**config.mk**
```make
export PLATFORM = sky130hd
export DESIGN_NAME = regfile_write_sched
export DESIGN_NICKNAME = d
export VERILOG_FILES = /design/src/rtl/regfile_write_sched.sv
export SDC_FILE = /design/constraint.sdc
export NUM_CORES = 1
export LEC_CHECK = 0
export ABC_AREA = 1
export CAP_MARGIN = 0
export CORE_ASPECT_RATIO = 1.5
export CORE_MARGIN = 1
export CORE_UTILIZATION = 53
export CTS_BUF_LIST = sky130_fd_sc_hd__clkbuf_4
export DETAILED_ROUTE_END_ITERATION = 8
export DONT_BUFFER_PORTS = 1
export PLACE_DENSITY_LB_ADDON = 0.05
export SLEW_MARGIN = 25
export SYNTH_ARGS = -nofsm -noshare
export SYNTH_HDL_FRONTEND = slang
export SYNTH_SLANG_ARGS = --single-unit
```
**constraint.sdc**
```tcl
create_clock -name clock -period 3.3 [get_ports clock]
set_input_delay 0.825 -clock clock [delete_from_list [all_inputs] [get_ports clock]]
set_output_delay 0.825 -clock clock [all_outputs]
set_load 0.01 [all_outputs]
```
**src/rtl/regfile_write_sched.sv**
```systemverilog
// Register file write-port scheduler: merges WB, link (PC + offset) and mul/div writes
// onto one registered write port, keeping pipeline writes in order through a 2-entry buffer.
module regfile_write_sched #(
   parameter int LINK_OFFSET = 8,
   parameter int MD_STARVE   = 8
) (
   input  logic        clock,
   input  logic        reset,
   input  logic        wb_we,
   input  logic [4:0]  wb_addr,
   input  logic [31:0] wb_data,
   input  logic        lnk_we,
   input  logic [4:0]  lnk_addr,
   input  logic [31:0] lnk_pc,
   input  logic        md_valid,
   input  logic [4:0]  md_addr,
   input  logic [31:0] md_data,
   output logic        md_ready,
   output logic        stall_o,
   output logic        rf_we,
   output logic [4:0]  rf_addr,
   output logic [31:0] rf_data,
   output logic [1:0]  pend_cnt,
   output logic        overflow_o
);

   typedef enum logic [1:0] {
      ST_IDLE   = 2'd0,
      ST_WAIT   = 2'd1,
      ST_STARVE = 2'd2
   } state_t;

   state_t      state_r, state_s;
   logic [3:0]  wait_cnt_r, wait_cnt_s;
   logic [1:0]  cnt_r, cnt_s;
   logic [4:0]  addr0_r, addr1_r, addr0_s, addr1_s;
   logic [31:0] data0_r, data1_r, data0_s, data1_s;
   logic        drop_s;

   logic        wb_eff_s, lnk_eff_s, empty_s, hs_s, wait_s;
   logic [31:0] lnk_val_s;
   logic        iss_we_s;
   logic [4:0]  iss_addr_s;
   logic [31:0] iss_data_s;
   logic        c0_v_s, c1_v_s;
   logic [4:0]  c0_addr_s, c1_addr_s;
   logic [31:0] c0_data_s, c1_data_s;

   // Writes to $0 never count as requests.
   assign wb_eff_s  = wb_we && (wb_addr != 5'd0);
   assign lnk_eff_s = lnk_we && (lnk_addr != 5'd0);
   assign lnk_val_s = lnk_pc + 32'(LINK_OFFSET);
   assign empty_s   = (cnt_r == 2'd0);
   assign md_ready  = empty_s && !wb_eff_s && !lnk_eff_s;
   assign hs_s      = md_valid && md_ready;
   assign wait_s    = md_valid && !md_ready;
   assign stall_o   = (cnt_r != 2'd0) || (state_r == ST_STARVE);
   assign pend_cnt  = cnt_r;

   // Pick the single write to issue: buffer head, then wb, then lnk, then md.
   always_comb begin
      iss_we_s   = 1'b0;
      iss_addr_s = rf_addr;
      iss_data_s = rf_data;
      if (!empty_s) begin
         iss_we_s   = 1'b1;
         iss_addr_s = addr0_r;
         iss_data_s = data0_r;
      end else if (wb_eff_s) begin
         iss_we_s   = 1'b1;
         iss_addr_s = wb_addr;
         iss_data_s = wb_data;
      end else if (lnk_eff_s) begin
         iss_we_s   = 1'b1;
         iss_addr_s = lnk_addr;
         iss_data_s = lnk_val_s;
      end else if (hs_s) begin
         iss_we_s   = 1'b1;
         iss_addr_s = md_addr;
         iss_data_s = md_data;
      end else begin
         iss_we_s   = 1'b0;
      end
   end

   // Collect un-issued pipeline requests (wb before lnk) and update the buffer.
   always_comb begin
      c0_v_s    = 1'b0;
      c0_addr_s = 5'd0;
      c0_data_s = 32'd0;
      c1_v_s    = 1'b0;
      c1_addr_s = 5'd0;
      c1_data_s = 32'd0;
      if (wb_eff_s && !empty_s) begin
         c0_v_s    = 1'b1;
         c0_addr_s = wb_addr;
         c0_data_s = wb_data;
         c1_v_s    = lnk_eff_s;
         c1_addr_s = lnk_addr;
         c1_data_s = lnk_val_s;
      end else begin
         c0_v_s    = lnk_eff_s && (!empty_s || wb_eff_s);
         c0_addr_s = lnk_addr;
         c0_data_s = lnk_val_s;
      end
      // A non-empty buffer always dequeues its head, so at most one old entry survives.
      if (cnt_r == 2'd2) begin
         addr0_s = addr1_r;
         data0_s = data1_r;
         addr1_s = c0_addr_s;
         data1_s = c0_data_s;
         cnt_s   = c0_v_s ? 2'd2 : 2'd1;
         drop_s  = c1_v_s;
      end else begin
         addr0_s = c0_addr_s;
         data0_s = c0_data_s;
         addr1_s = c1_addr_s;
         data1_s = c1_data_s;
         cnt_s   = {1'b0, c0_v_s} + {1'b0, c1_v_s};
         drop_s  = 1'b0;
      end
   end

   // Starvation FSM next state: count ungranted md cycles, force a stall once starved.
   always_comb begin
      state_s    = state_r;
      wait_cnt_s = wait_cnt_r;
      case (state_r)
         ST_IDLE, ST_WAIT: begin
            if (wait_s) begin
               if (wait_cnt_r == 4'(MD_STARVE - 1)) begin
                  state_s = ST_STARVE;
               end else begin
                  state_s    = ST_WAIT;
                  wait_cnt_s = wait_cnt_r + 4'd1;
               end
            end else begin
               state_s    = ST_IDLE;
               wait_cnt_s = 4'd0;
            end
         end
         ST_STARVE: begin
            if (hs_s) begin
               state_s    = ST_IDLE;
               wait_cnt_s = 4'd0;
            end else begin
               state_s = ST_STARVE;
            end
         end
         default: begin
            state_s    = ST_IDLE;
            wait_cnt_s = 4'd0;
         end
      endcase
   end

   // State, buffer and registered write-port outputs.
   always_ff @(posedge clock) begin
      if (!reset) begin
         state_r    <= ST_IDLE;
         wait_cnt_r <= 4'd0;
         cnt_r      <= 2'd0;
         addr0_r    <= 5'd0;
         addr1_r    <= 5'd0;
         data0_r    <= 32'd0;
         data1_r    <= 32'd0;
         overflow_o <= 1'b0;
         rf_we      <= 1'b0;
         rf_addr    <= 5'd0;
         rf_data    <= 32'd0;
      end else begin
         state_r    <= state_s;
         wait_cnt_r <= wait_cnt_s;
         cnt_r      <= cnt_s;
         addr0_r    <= addr0_s;
         addr1_r    <= addr1_s;
         data0_r    <= data0_s;
         data1_r    <= data1_s;
         overflow_o <= overflow_o | drop_s;
         rf_we      <= iss_we_s;
         rf_addr    <= iss_addr_s;
         rf_data    <= iss_data_s;
      end
   end

endmodule

```
### Word level (Yosys, flattened, before mapping)

Cells that the tools add are included.

* bits in registers: 121
* input bits: 116
* output and inout port bits: 43

* add/sub/neg operators: 3
* equal/unequal tests: 7
* muxes and demuxes: 33
* bitwise logic cells: 1
* reductions and logical operators: 21

Operators by type and width (number)
* $mux 32: 8
* $mux 5: 8
* $add 32x4->32 const B: 1
* $mux 4: 3
* $mux 2: 5
* $reduce_bool 5->1: 2
* $logic_and 1x1->1: 8
* $pmux 4 s2: 1
* $mux 1: 7
* $add 4x1->4 const B: 1
* $eq 2x2->1 const B: 2
* $eq 4x3->1 const B: 1
* $logic_not 1->1: 4
* $logic_not 2->1: 2
* $ne 4x3->1 const B: 1
* $pmux 2 s2: 1
* $ne 3x3->1 const B: 1
* $add 1x1->2: 1
* $eq 2x1->1 const B: 1
* $logic_or 1x1->1: 2
* $ne 2x2->1 const B: 1
* $reduce_and 2->1: 1
* $reduce_bool 2->1: 1
* $reduce_or 2->1: 1
* $or 1x1->1: 1

### Logic depth before layout (Yosys ltp)

* word-level depth: 10
* mapped depth: 13
* gate-level depth less buffers: 13

### Worst setup path after synthesis

No wires, ideal clock.

* kind: input to output
* from: input port wb_addr[2]
* to: output port md_ready
* arrival time: 1431 ps
* data required time: 2475 ps
* slack: 1044 ps
* stages: 6
* path buffers: 1
* cell sequence: nor2_1 -> nand4_1 -> nand2_1 -> buf_6 -> nand3_4 -> inv_1

* cells in the longest elaborated chain, start to end: 5

RTL lines
* start, declared: line 10 `input logic [4:0] wb_addr,`
* $reduce_bool 5->1: line 50 `assign wb_eff_s = wb_we && (wb_addr != 5'd0);`
* $logic_and 1x1->1: line 50
* $logic_not 1->1: line 54 `assign md_ready = empty_s && !wb_eff_s && !lnk_eff_s;`
* $logic_and 1x1->1 (2 in a row): line 54
* end, declared: line 18 `output logic md_ready,`

No other way between the ends.

### Final worst setup path

* from: register cnt_r[1] (netlist: pend_cnt[1])
* to: output port md_ready

* cells in the longest elaborated chain, start to end: 3

RTL lines
* start, declared: line 35 `logic [1:0] cnt_r, cnt_s;`
* start signal, assigned: line 174 `cnt_r <= cnt_s;`
* $logic_not 2->1: line 53 `assign empty_s = (cnt_r == 2'd0);`
* $logic_and 1x1->1 (2 in a row): line 54

No other way between the ends.

==> impl_metrics.ini <==
[status]
outcome = complete, no violations

[routing]
vias_per_cell = 5.46
drc = 0
wl_per_cell_um = 17.0
vias = 6937
drt_iter0_markers = 278
ant_nets = 0
drtPass1Iterations = 5
routed_wl_um = 21600

[critical_path]
worstReg2RegStart = pend_cnt[1]
slowest_stage = dfxtp_1
ff2ff_path_depth = 8
endpoint_kind = output port
r2r_slack_ps = 1130
max_stage_delay_ps = 420
path_buf_inv = 1
cp_cell_sequence = nor2_4 -> nand3_4 -> inv_1
start_kind = register
path_max_fanout = 11
timing.rr.end = pend_cnt[1]
crit_family = simple AND/OR/NAND/NOR gates
worstPathArrival_ps = 1580
worstSetupPathType = reg2out
required_ps = 2470

[clock_network]
cts-resized-gates = 0
post_cts.repair.setup_buffers = 0
clock_tree.root_cell = clkbuf_4
insertion_delay_ps = 520
cts_made_buffers = 17
cts_buffer_depth = 2
clk_pin_slew_ps = 130
cts_hold_buf = 0
h-tree-depth = 4
cts_sinks = 121
cts_tree = done

[placed_design]
post-place-cells = 1236
place_area_sq_um = 7010
place_hpwl_um = 15000
io_buffers = 0
post-place-ws_ps = 740
place.gp.congestion = 0.876

[synthesis]
synthFlopType = dfxtp_1
syn_avg_cell_area_sq_um = 6.23
syn-cell-area_sq_um = 6980
synth_common_cells = 392 x nand2_1, 121 x dfxtp_1, 105 x nor2_1
synthDistinctLibCells = 34
synth.top_cell.area_share = 0.347
ys_seq_elements = 121
syn_nets = 1238
ys_warn_count = 0
yosys.area.top_type = dfxtp_1
yosys.cell_count.top_type = nand2_1
seq_area_frac_synth = 0.347
synth_area_leaders = dfxtp_1 35%, nand2_1 21%, o21ai_0 7.2%
synthCells = 1120
async_flop_share = 0
synth-edff-count = 0

[die]
fp.dieH_um = 143
die_w_um = 95.7
core-area_sq_um = 12900
pin_count = 159
start_util = 0.542
dieArea_sq_um = 13600
num_rows = 51

[layout]
fin_nets = 1214
syn_to_final_growth_pct = 5.23
fin_util = 0.570
final_cells = 1270
stdcell_area_sq_um = 7350
drive_above_1_share = 0.0686

[timing]
relSlewSlack = 0.506
fin_tns_setup_ps = 0
slew_violations = 0
timing.final.crit_period_ps = 2410
hold_viol = 0
setup_slack_ps = 894
final.period_utilization = 0.729
rsz0062_at_grt = false
finalSetupViolCount = 0
fin_worst_skew_ps = 22.4
hold_ws_ps = 425
max_freq_mhz = 416
worst_pin_slew_ps = 740

[pwr]
p_total_mw = 3.36
power.density_nw_per_um2 = 457
peakVddDrop_v = 0.000203
p_leak_nw = 3.61

[worst_hold_path]
whs_endpoint = wait_cnt_r[3]
holdCritStartpoint = reset
hp-class = in2reg
hold_depth = 1

[job]
max_cap_viol_count = 0

[grt]
grt_pass1_wl_um = 33300
grt_max_degree = 50
track_usage = 0.327
antenna_found_initial = 2
gr-total-overflow = 0
first_global_vias = 6595
## how the worst max path moves through the flow
stage / end / from / cells after the start
floorplan: md_ready / wb_addr[2] / 6
global placement: rf_data[2] / lnk_addr[0] / 10
detailed placement: pend_cnt[1] / wb_addr[1] / 10
CTS: md_ready / pend_cnt[1] / 3
global route: md_ready / lnk_addr[0] / 6
finish: md_ready / pend_cnt[1] / 3
## placed cells by master, fill, tap and decap left out, types with 15 or more instances in the layout
cell / n
nand2_1: 392
clkbuf_4: 17
dfxtp_1: 121
o21ai_0: 100
nand3_1: 58
inv_1: 99
o21bai_1: 43
nor2_1: 105
buf_4: 15
a21oi_1: 51
## state kept, by name (all words and copies together), names as in the netlist
| signal | cells |
|---|---|
| rf_addr | 5 |
| addr0_r | 5 |
| wait_cnt_r | 4 |
| state_r | 2 |
| data1_r | 32 |
| rf_data | 32 |
| data0_r | 32 |
| pend_cnt | 2 |
| rf_we | 1 |
| overflow_o | 1 |
| addr1_r | 5 |
## final cells by class
cell class / count / area (sq um)
clock buffer: 17 / 128
clock inverter: 14 / 198
inverter: 108 / 405
multi-input combinational: 833 / 3870
tap: 159 / 199
sequential: 121 / 2420
fill: 1369 / 5540
antenna: 3 / 7.51
timing repair buffer: 15 / 113
## routing by layer
metal	up-vias	global-route usage	part of all wire
met2	221	0.586	0.51
li1	3503	-	-
met1	3148	0.348	0.38
met4	0	0.183	0.053
met5	-	0	0
met3	65	0.0657	0.055
## kinds of logic after synthesis
logic type / after synthesis / synth area share
adder cells (fa/ha/maj): 2 / 0.00358
AND/OR/NAND/NOR: 594 / 0.350
flip-flops: 121 / 0.347
buffers and inverters: 166 / 0.0988
XOR/XNOR: 17 / 0.0213
AO/OA/AOI/OAI: 220 / 0.179
## report_power, final
group	internal (mW)	total, mW	switching (mW)
Combinational	0.174	0.518	0.344
Clock	0.603	1.20	0.599
Sequential	1.56	1.64	0.0770
Total	2.34	3.36	1.02
(Power assumes the default switching activity.)
